$ cat src/rtl/tv_pkg.sv
// Shared types and vector-word layout helpers for the test-vector sequencer.
// A vector word is {valid, inputs, expected} with expected in the low bits.
package tv_pkg;

  typedef enum logic [2:0] {
    StIdle,
    StFetch,
    StLoad,
    StSettle,
    StCheck,
    StDone
  } tv_state_e;

  localparam int unsigned SettleCntW = 4;

  function automatic int unsigned tv_word_w(input int unsigned in_w, input int unsigned out_w);
    return 1 + in_w + out_w;
  endfunction

  function automatic int unsigned tv_valid_pos(input int unsigned in_w, input int unsigned out_w);
    return in_w + out_w;
  endfunction

  function automatic int unsigned tv_in_lsb(input int unsigned out_w);
    return out_w;
  endfunction

  function automatic int unsigned tv_exp_lsb();
    return 0;
  endfunction

endpackage

$ cat src/rtl/tv_sequencer.sv
// Walks a vector memory, drives a combinational DUT, waits SETTLE cycles and
// checks its response, counting vectors and mismatches until a marker or wrap.
module tv_sequencer
  import tv_pkg::*;
#(
  parameter int unsigned IN_W   = 3,
  parameter int unsigned OUT_W  = 1,
  parameter int unsigned ADDR_W = 8,
  parameter int unsigned SETTLE = 1
) (
  input  logic                                clk,
  input  logic                                reset,
  input  logic                                start,
  output logic [ADDR_W-1:0]                   mem_addr,
  input  logic [tv_word_w(IN_W, OUT_W)-1:0]   mem_rdata,
  output logic [IN_W-1:0]                     dut_in,
  input  logic [OUT_W-1:0]                    dut_out,
  output logic                                busy,
  output logic                                done,
  output logic                                pass,
  output logic [ADDR_W:0]                     vec_count,
  output logic [ADDR_W:0]                     err_count,
  output logic                                err_valid,
  output logic [ADDR_W-1:0]                   err_addr,
  output logic [OUT_W-1:0]                    err_got,
  output logic [OUT_W-1:0]                    err_exp
);

  localparam int unsigned ValidPos = tv_valid_pos(IN_W, OUT_W);
  localparam int unsigned InLsb    = tv_in_lsb(OUT_W);
  localparam int unsigned ExpLsb   = tv_exp_lsb();

  localparam logic [SettleCntW-1:0] SettleInit = SettleCntW'(SETTLE - 1);
  localparam logic [SettleCntW-1:0] SettleOne  = SettleCntW'(1);
  localparam logic [ADDR_W:0]       CntOne     = (ADDR_W + 1)'(1);
  localparam logic [ADDR_W-1:0]     AddrOne    = ADDR_W'(1);

  tv_state_e state_q, state_d;

  logic [ADDR_W-1:0]     addr_q;
  logic [OUT_W-1:0]      exp_q;
  logic [SettleCntW-1:0] settle_q;

  logic clear_run, load_vec, do_check, mismatch, word_valid, addr_last;

  assign word_valid = mem_rdata[ValidPos];
  assign addr_last  = &addr_q;
  assign mismatch   = (dut_out != exp_q);

  assign mem_addr = addr_q;
  assign busy     = (state_q != StIdle) && (state_q != StDone);
  assign done     = (state_q == StDone);
  assign pass     = done && (err_count == '0);

  always_ff @(posedge clk or posedge reset) begin
    if (reset) begin
      state_q <= StIdle;
    end else begin
      state_q <= state_d;
    end
  end

  always_comb begin
    state_d   = state_q;
    clear_run = 1'b0;
    load_vec  = 1'b0;
    do_check  = 1'b0;
    unique case (state_q)
      StIdle, StDone: begin
        if (start) begin
          clear_run = 1'b1;
          state_d   = StFetch;
        end
      end
      StFetch: state_d = StLoad;
      StLoad: begin
        // An invalid word is the end marker and is never checked.
        if (word_valid) begin
          load_vec = 1'b1;
          state_d  = StSettle;
        end else begin
          state_d = StDone;
        end
      end
      StSettle: begin
        if (settle_q == '0) state_d = StCheck;
      end
      StCheck: begin
        do_check = 1'b1;
        state_d  = addr_last ? StDone : StFetch;
      end
      default: state_d = StIdle;
    endcase
  end

  always_ff @(posedge clk or posedge reset) begin
    if (reset) begin
      addr_q    <= '0;
      exp_q     <= '0;
      settle_q  <= '0;
      dut_in    <= '0;
      vec_count <= '0;
      err_count <= '0;
      err_valid <= 1'b0;
      err_addr  <= '0;
      err_got   <= '0;
      err_exp   <= '0;
    end else begin
      err_valid <= do_check && mismatch;

      if (clear_run) begin
        addr_q    <= '0;
        vec_count <= '0;
        err_count <= '0;
        err_addr  <= '0;
        err_got   <= '0;
        err_exp   <= '0;
      end

      if (load_vec) begin
        dut_in   <= mem_rdata[InLsb +: IN_W];
        exp_q    <= mem_rdata[ExpLsb +: OUT_W];
        settle_q <= SettleInit;
      end else if ((state_q == StSettle) && (settle_q != '0)) begin
        settle_q <= settle_q - SettleOne;
      end

      if (do_check) begin
        vec_count <= vec_count + CntOne;
        if (mismatch) begin
          err_count <= err_count + CntOne;
          err_addr  <= addr_q;
          err_got   <= dut_out;
          err_exp   <= exp_q;
        end
        // Address holds at all-ones when memory is exhausted.
        if (!addr_last) addr_q <= addr_q + AddrOne;
      end
    end
  end

endmodule

$ cat config.mk
export PLATFORM = sky130hd
export DESIGN_NAME = tv_sequencer
export DESIGN_NICKNAME = d
export VERILOG_FILES = /design/src/rtl/tv_pkg.sv /design/src/rtl/tv_sequencer.sv
export SDC_FILE = /design/constraint.sdc
export NUM_CORES = 1
export LEC_CHECK = 0
export BUFFER_PORTS_ARGS = -buffer_cell sky130_fd_sc_hd__buf_2
export CELL_PAD_IN_SITES_DETAIL_PLACEMENT = 1
export CELL_PAD_IN_SITES_GLOBAL_PLACEMENT = 1
export CORE_AREA = 10 10 85 87
export CTS_CLUSTER_SIZE = 25
export DETAILED_ROUTE_END_ITERATION = 6
export DIE_AREA = 0 0 95 97
export PLACE_DENSITY_LB_ADDON = 0.1
export REMOVE_ABC_BUFFERS = 1
export SYNTH_ARGS = -nofsm -noshare
export SYNTH_HDL_FRONTEND = slang
export SYNTH_SLANG_ARGS = --single-unit
$ cat constraint.sdc
create_clock -name clk -period 4.7 [get_ports clk]
set_input_delay 0.47 -clock clk [delete_from_list [all_inputs] [get_ports clk]]
set_output_delay 0.47 -clock clk [all_outputs]
set_load 0.05 [all_outputs]
# ---- Word-level counts from Yosys, hierarchy flattened
# Index checks and enable logic that the tools add are counted.
dict set report totals {
  ff_bits 48
  out_inout_bits 43
  input_bits 9
  word_cells 67
}
dict set report op_classes {
  n_eq_ne 9
  add_sub_neg 4
  n_mux 29
  n_reduce_logical 14
}
# operator n
set op_table {}
lappend op_table {{$mux 8} 6}
lappend op_table {{$mux 9} 5}
lappend op_table {{$add 9x1->9 const B} 2}
lappend op_table {{$pmux 3 s5} 1}
lappend op_table {{$mux 3} 4}
lappend op_table {{$mux 1} 11}
lappend op_table {{$logic_not 9->1} 1}
lappend op_table {{$add 8x1->8 const B} 1}
lappend op_table {{$mux 4} 2}
lappend op_table {{$reduce_and 8->1} 1}
lappend op_table {{$eq 3x2->1 const B} 2}
lappend op_table {{$eq 3x3->1 const B} 2}
lappend op_table {{$logic_and 1x1->1} 4}
lappend op_table {{$logic_not 4->1} 1}
lappend op_table {{$ne 2x2->1 const B} 2}
lappend op_table {{$reduce_bool 2->1} 2}
lappend op_table {{$reduce_bool 4->1} 1}
lappend op_table {{$sub 4x1->4 const B} 1}
lappend op_table {{$eq 3x1->1 const B} 1}
lappend op_table {{$logic_not 3->1} 1}
lappend op_table {{$ne 3x3->1 const B} 1}
lappend op_table {{$reduce_bool 3->1} 1}
lappend op_table {{$reduce_and 2->1} 1}
lappend op_table {{$reduce_or 2->1} 1}
lappend op_table {{$ne 1x1->1} 1}

# ---- Logic depth before layout (Yosys ltp)
# Gate-level depths: netlist of run 1.
dict set report depth {
  depth_word 6
  mapped_depth 7
  depth_no_buf 6
}

# ---- Least setup slack after synthesis of run 1
# Ideal clock, no wire load.
dict set report synth_path {
  path_type {register to output}
  startpoint {register state_q[1]}
  endpoint {output pass}
  arrival_ps 1625
  required_ps 4230
  path_stages_with_launch 4
  path_buffers 1
  setup_slack_ps 2605
  cell_sequence {dfrtp_1 -> clkbuf_2 -> and3b_1 -> and3_1}
}
dict set report synth_via {
  elab_chain_cells 2
}
# element line
set synth_rtl {}
lappend synth_rtl {{start: declaration} tv_sequencer.sv:38} ;# tv_state_e state_q, state_d;
lappend synth_rtl {{start signal: assignment} tv_sequencer.sv:57} ;# state_q <= StIdle;
lappend synth_rtl {{start signal: assignment} tv_sequencer.sv:59} ;# state_q <= state_d;
lappend synth_rtl {{$eq 3x3->1} tv_sequencer.sv:52} ;# assign done = (state_q == StDone);
lappend synth_rtl {{named net done} tv_sequencer.sv:19} ;# output logic done,
lappend synth_rtl {{$logic_and 1x1->1} tv_sequencer.sv:53} ;# assign pass = done && (err_count == '0);
lappend synth_rtl {{end: declaration} tv_sequencer.sv:20} ;# output logic pass,
# The timed path passes the listed nets, and every way through them passes these cells.

# ---- Final worst setup path of run 1
dict set report layout_path {
  startpoint {register err_count[0]}
  endpoint {output pass}
}
dict set report layout_via {
  elab_chain_cells 2
}
# element line
set layout_rtl {}
lappend layout_rtl {{start: declaration} tv_sequencer.sv:22} ;# output logic [ADDR_W:0] err_count,
lappend layout_rtl {{start signal: assignment} tv_sequencer.sv:131} ;# err_count <= err_count + CntOne;
lappend layout_rtl {{$logic_not 9->1} tv_sequencer.sv:53}
lappend layout_rtl {{$logic_and 1x1->1} tv_sequencer.sv:53}
# Every way passes these cells.

==> results.ini, run 1 <==
[sta]
achievable-frequency_mhz=460
min_period_over_period_pct=46.2
final-setup-viol-count=0
final_max_slew_viol_count=0
finalWorstPathRequiredPeriod_ps=2170
worst-slew-pin-transition_ps=1030
fin_tns_setup_ps=0
timing_hold_violations_final=0
worst_slack_ps=2530
final.setup_skew_ps=9.03
slew-limit-headroom_pct=31.4
rsz0062_at_grt=false

[synthesis]
post_synth.cell_area_avg_um2=10.1
synthesis.yosys.warnings=0
synth.most_common_cell=dfrtp_1
ys_ff_latch=48
synth_sequential_area_ratio_pct=50.1
synth_top_cells_by_area=dfrtp_1 (50%), nand2_1 (5.8%), ha_1 (3.1%)
synth_area_um2=2400
post_synth_top_area_share_pct=50.1
synth_ff_type=dfrtp_1
synth_top_cell_by_area=dfrtp_1
synth.distinct_cells=48
synth-edff-count=0
async_reset_ff_share_pct=100
synthTopCellsByCount=dfrtp_1 (48), nand2_1 (37), nand3_1 (14)
post_synthesis_cell_count=237

[clocking]
cts.root.buffer_cell=clkbuf_8
cts_buffers=5
clk_path_buf_depth=2
cts-htree-levels=2
post_cts_buffers=0
worstSkewPairLatency_ps=300
worst_setup_hold_path_clk_slew_ps=90
cts.sink_count=48
cts-resized-gates=0
cts_tree=yes
cts_hold_buffers=0

[status]
status=finished, final reports clean

[worst_setup_path]
worst_ep_arrival_time_ps=1700
worst_ep_required_time_ps=4230
setup.worst_path.class=reg2out
path_max_fanout=6
critical_path.startpoint_type=flip-flop
timing.critical_path.to_type=output pin

[worst_hold_path]
hold_class=in2reg

[power_and_ir_drop]
static-leakage-power_nw=1.37
vdd.ir_drop.worst_mv=0.322
power-per-cell-area_nw_per_um2=567

[global_route]
grt_pass1_vias=2034
largest_net_degree_at_the_start_of_global_routing=49
grt_first_pass_wirelength_um=10200
grt_use_total_pct=13.6
grt_antenna_before_repair=0
grt-ovfl-total=0

[run]
drv_cap=0

[drt]
vias_per_cell=5.42
detail_route.first_pass.iterations=3
detail-route-antenna-nets=0
total_number_of_vias=1930
post_drt_wl_per_cell_um=16.9
routed_wl_um=6030
drt_iter0_drc=69
drc=0

[floorplanning]
die-height_um=97
fp.dieArea_um2=9220
initial_core_utilization_pct=43.9
dieWidth_um=95
pin_count=52
placeableCoreArea_um2=5470
core.rowCount=27

[cells_and_area]
final_core_utilization_pct=50.5
fillerInstances=652
final_nets=299
final_cell_count_no_fill=356
area_growth_pct=15.2
drive_above_1_share_pct=26.1
diodes=0

[placement]
preCtsSetupSlack_ps=2640
place_inst=349
globalplace.congestion=0.775
detailed_place_hpwl_um=4400
buffer_ports.inserted=51

## area by class of cell
class	instances	area (um2)	share of cell area (%)
clock inverter	2	12.5	0.452
clock buffer	5	68.8	2.49
timing repair buffer	51	255	9.23
tap	72	90.1	3.26
inverter	9	33.8	1.22
multi-input combinational	169	1100	39.9
sequential	48	1200	43.4
## sequential cells by signal, summed over array words and instances, names as in the netlist
| name | flops |
|---|---|
| mem_addr | 8 |
| err_exp | 1 |
| err_count | 9 |
| dut_in | 3 |
| exp_q | 1 |
| settle_q | 4 |
| state_q | 3 |
| err_addr | 8 |
| err_got | 1 |
| err_valid | 1 |
| vec_count | 9 |
## cells in the final DEF, fill, tap and decap left out, types with 7 or more instances in the layout
master,synthesis,routed
inv_1,8,7
nor2_1,11,11
o21ai_0,9,9
o21ai_1,10,10
nand2_1,37,37
buf_2,3,51
nand3_1,14,14
dfrtp_1,48,48
## stage by stage
step           hold WS, ps  power [mW]  instance area, um2
5_1_grt                391        1.68                2770
6_report               395        1.57                2770
2_1_floorplan          500        1.15                2340
3_3_place_gp           472        1.33                2680
4_1_cts                385        1.59                2770
3_5_place_dp           483        1.35                2680
## power by group
group / switching, mW / leakage, nW / total [mW] / internal, mW
combinational: 0.501 / 0.682 / 0.701 / 0.200
sequential: 0.123 / 0.645 / 0.630 / 0.507
clock: 0.135 / 0.0400 / 0.236 / 0.101
total: 0.759 / 1.37 / 1.57 / 0.808
## logic make-up (layout without fill, tap and decap cells)
logic type                 after synthesis  count (layout)  share of synthesized area, %
DFF                                     48              48                          50.1
buffers and inverters                   20              67                          3.96
and+or+nand+nor                         96              96                          21.9
AOI/OAI and AO/OA                       46              46                          12.6
xor gates and xnor gates                12              12                          4.38
muxes                                    9               9                          3.96
adders and majority gates                6               6                          3.13
## final timing paths
check | startpoint | endpoint | slack (ps) | cells after the start
worst min-delay path | mem_rdata[3] | dut_in[2] | 400 | 2
worst max register to register | state_q[0] | err_count[7] | 2630 | 5
worst min register to register | vec_count[8] | vec_count[8] | 490 | 1
min in group asynchronous | reset | exp_q | 410 | 2
max in group asynchronous | reset | err_count[7] | 3650 | 2
worst max-delay path | err_count[0] | pass | 2530 | 5
## routing by layer
metal	share of wire (%)	vias to the layer above	GRT usage, %
li1	-	934	-
met2	49	36	21.4
met4	1.0	0	3.43
met3	6.7	8	5.01
met5	0	-	0
met1	43	952	16.9
## critical path, stage by stage, from the launching register on
cell	delay, ps
dfrtp_1	450
inv_1	80
ha_1	130
nor4b_1	280
and3_1	200
buf_2	250
(Power assumes the default switching activity.)
==> run 2: changes to the inputs <==
--- a/config.mk
+++ b/config.mk
@@ -8,10 +8,10 @@
 export BUFFER_PORTS_ARGS = -buffer_cell sky130_fd_sc_hd__buf_2
 export CELL_PAD_IN_SITES_DETAIL_PLACEMENT = 1
 export CELL_PAD_IN_SITES_GLOBAL_PLACEMENT = 1
-export CORE_AREA = 10 10 85 87
+export CORE_AREA = 10 10 88 90
 export CTS_CLUSTER_SIZE = 25
 export DETAILED_ROUTE_END_ITERATION = 6
-export DIE_AREA = 0 0 95 97
+export DIE_AREA = 0 0 98 100
 export PLACE_DENSITY_LB_ADDON = 0.1
 export REMOVE_ABC_BUFFERS = 1
 export SYNTH_ARGS = -nofsm -noshare
==> constraint.sdc (replaced) <==
create_clock -name clk -period 2.07 [get_ports clk]
set_input_delay 0.207 -clock clk [delete_from_list [all_inputs] [get_ports clk]]
set_output_delay 0.207 -clock clk [all_outputs]
set_load 0.05 [all_outputs]
==> run 2 against run 1 <==
Against the previous run:
- critical path depth unchanged
- final cell count increased by 3.7%
- global-route usage is 0.76 points lower
- wire length grew 2.0%
==> results.ini, run 2 (synthesized netlist as in run 1, its figures left out) <==
[status]
status=finished, final reports clean

[global_route]
grt_use_total_pct=12.8  ; -0.76 points
grt-ovfl-total=0  ; unchanged
grt_antenna_before_repair=0  ; unchanged
grt.met3_usage_pct=4.26  ; -0.75 points
grt_pass1_vias=2077  ; +2.1%
grt_busiest_layer=met2
globalRouteMet1Util_pct=15.8  ; -1.2 points
largest_net_degree_at_the_start_of_global_routing=22  ; -55%
grt.met2_usage_pct=20.6  ; -0.82 points
grt_first_pass_wirelength_um=10500  ; +3.0%

[placement]
place_inst=360  ; +3.2%
detailed_place_hpwl_um=4580  ; +4.1%
globalplace.congestion=0.729  ; -5.9%
buffer_ports.inserted=51  ; unchanged
dpl_cell_area_um2=2750  ; +2.4%

[clocking]
worst_setup_hold_path_clk_slew_ps=90  ; about the same
cts_hold_buffers=1  ; +1
cts_buffers=5  ; unchanged
cts.root.buffer_cell=clkbuf_8
worstSkewPairLatency_ps=300  ; about the same
post_cts_buffers=0  ; unchanged
cts_tree=yes
clk_path_buf_depth=2  ; unchanged
cts.sink_count=48  ; unchanged
cts-htree-levels=2  ; unchanged
cts-resized-gates=0  ; unchanged

[worst_setup_path]
worst_ep_arrival_time_ps=1660  ; -40 ps
setup.worst_path.class=reg2out
timing.critical_path.to_type=output pin
path_max_fanout=6  ; unchanged
worst_ep_required_time_ps=1860  ; -2370 ps
critical_path.startpoint_type=flip-flop

[run]
drv_cap=0  ; unchanged

[floorplanning]
dieWidth_um=98  ; +3.2%
pin_count=52  ; unchanged
placeableCoreArea_um2=6130  ; +12%
die-height_um=100  ; +3.1%
fp.dieArea_um2=9800  ; +6.3%
core.rowCount=29  ; +7.4%
initial_core_utilization_pct=39.1  ; -4.7 points

[sta]
final_max_slew_viol_count=0  ; unchanged
fin_tns_setup_ps=0  ; unchanged
min_period_over_period_pct=90.4
final-setup-viol-count=0  ; unchanged
finalWorstPathRequiredPeriod_ps=1870
final.setup_skew_ps=6.59  ; -2.44 ps
achievable-frequency_mhz=535
worst-slew-pin-transition_ps=492  ; -536 ps
slew-limit-headroom_pct=67.1  ; +36 points
rsz0062_at_grt=false
timing_hold_violations_final=0  ; unchanged

[drt]
post_drt_wl_per_cell_um=16.7  ; -1.6%
drc=0  ; unchanged
vias_per_cell=5.33  ; -1.7%
routed_wl_um=6140  ; +2.0%
detail_route.first_pass.iterations=6  ; +3
total_number_of_vias=1966  ; +1.9%
detail-route-antenna-nets=0  ; unchanged
drt_iter0_drc=72  ; +4.3%

[cells_and_area]
drive_above_1_share_pct=27.4  ; +1.3 points
diodes=0  ; unchanged
finish.instance_area_um2=2870  ; +3.6%
final_nets=306  ; +2.3%
area_growth_pct=19.4
final_cell_count_no_fill=369  ; +3.7%
largestRegisters=err_count x9, vec_count x9
final_cell_mix=buf_2 (51), dfrtp_1 (48), nand2_1 (37)
layout_commonest_cell=buf_2

[power_and_ir_drop]
finalPower_mw=3.73  ; +140%
static-leakage-power_nw=1.42  ; +3.8%
switching_share_of_power_pct=46.5  ; -1.9 points
p_int_mw=2.00  ; +150%
power_frac_seq_pct=38.3  ; -1.9 points
power-per-cell-area_nw_per_um2=1300  ; +130%
pwr-share-clk_pct=18.3  ; +3.2 points
comb_power_share_pct=43.4  ; -1.3 points
sw_power_mw=1.74  ; +130%
vdd.ir_drop.worst_mv=0.781  ; +140%

[worst_hold_path]
hold_class=in2reg

## run 2: changes by cell type in the layout (fill, tap and decap cells not counted), sizes merged
cell,change
buf,+6
clkbuf,+1
clkinvlp,-1
bufinv,+1
dlygate4sd3,+1
## run 2: power by group through the flow
stage          registers [mW]  clock network, mW  logic [mW]
2_1_floorplan            1.88                  0       0.740
3_3_place_gp             1.44                  0        1.61
3_5_place_dp             1.45                  0        1.64
4_1_cts                  1.43              0.710        1.65
5_1_grt                  1.47              0.750        1.78
6_report                 1.43              0.684        1.62
## run 2: stage by stage
step | utilization, % | hold slack, ps | setup slack [ps]
floorplan | - | 329 | 242
global placement | 44.8 | 227 | 355
detailed placement | 44.8 | 231 | 278
CTS | 46.7 | 115 | 159
global route | 46.7 | 108 | 99.4
finish | 46.7 | 123 | 199
## run 2: path summary, 6_finish.rpt
kind                              startpoint      endpoint  slack, ps  depth (start not counted)
worst max-delay path            err_count[0]          pass        200                          5
max in group asynchronous              reset   err_addr[7]       1060                          4
worst min register to register  vec_count[8]  vec_count[8]        510                          1
min in group asynchronous              reset       err_exp        440                          3
worst min-delay path            mem_rdata[1]     dut_in[0]        120                          2
worst max register to register    state_q[0]  err_count[8]        290                          4
## run 2: cell type report
| cell class | instances | area, um2 |
|---|---|---|
| fill | 710 | 3270 |
| timing repair buffer | 58 | 323 |
| multi-input combinational | 169 | 1100 |
| clock inverter | 2 | 35.0 |
| tap | 77 | 96.3 |
| clock buffer | 6 | 72.6 |
| inverter | 9 | 33.8 |
| sequential | 48 | 1200 |
## run 2: worst max-delay path: stages (launching register included)
cell and delay (ps):
dfrtp_1 460, inv_1 90, ha_1 130, nor4b_1 240
and3_1 190, buf_2 260
## run 2: per-layer routing
metal  up-vias  part of all wire, %
met5         -                    0
met4         0                  1.4
met3         8                  6.2
met2        40                   48
met1       966                   45
li1        952                    -
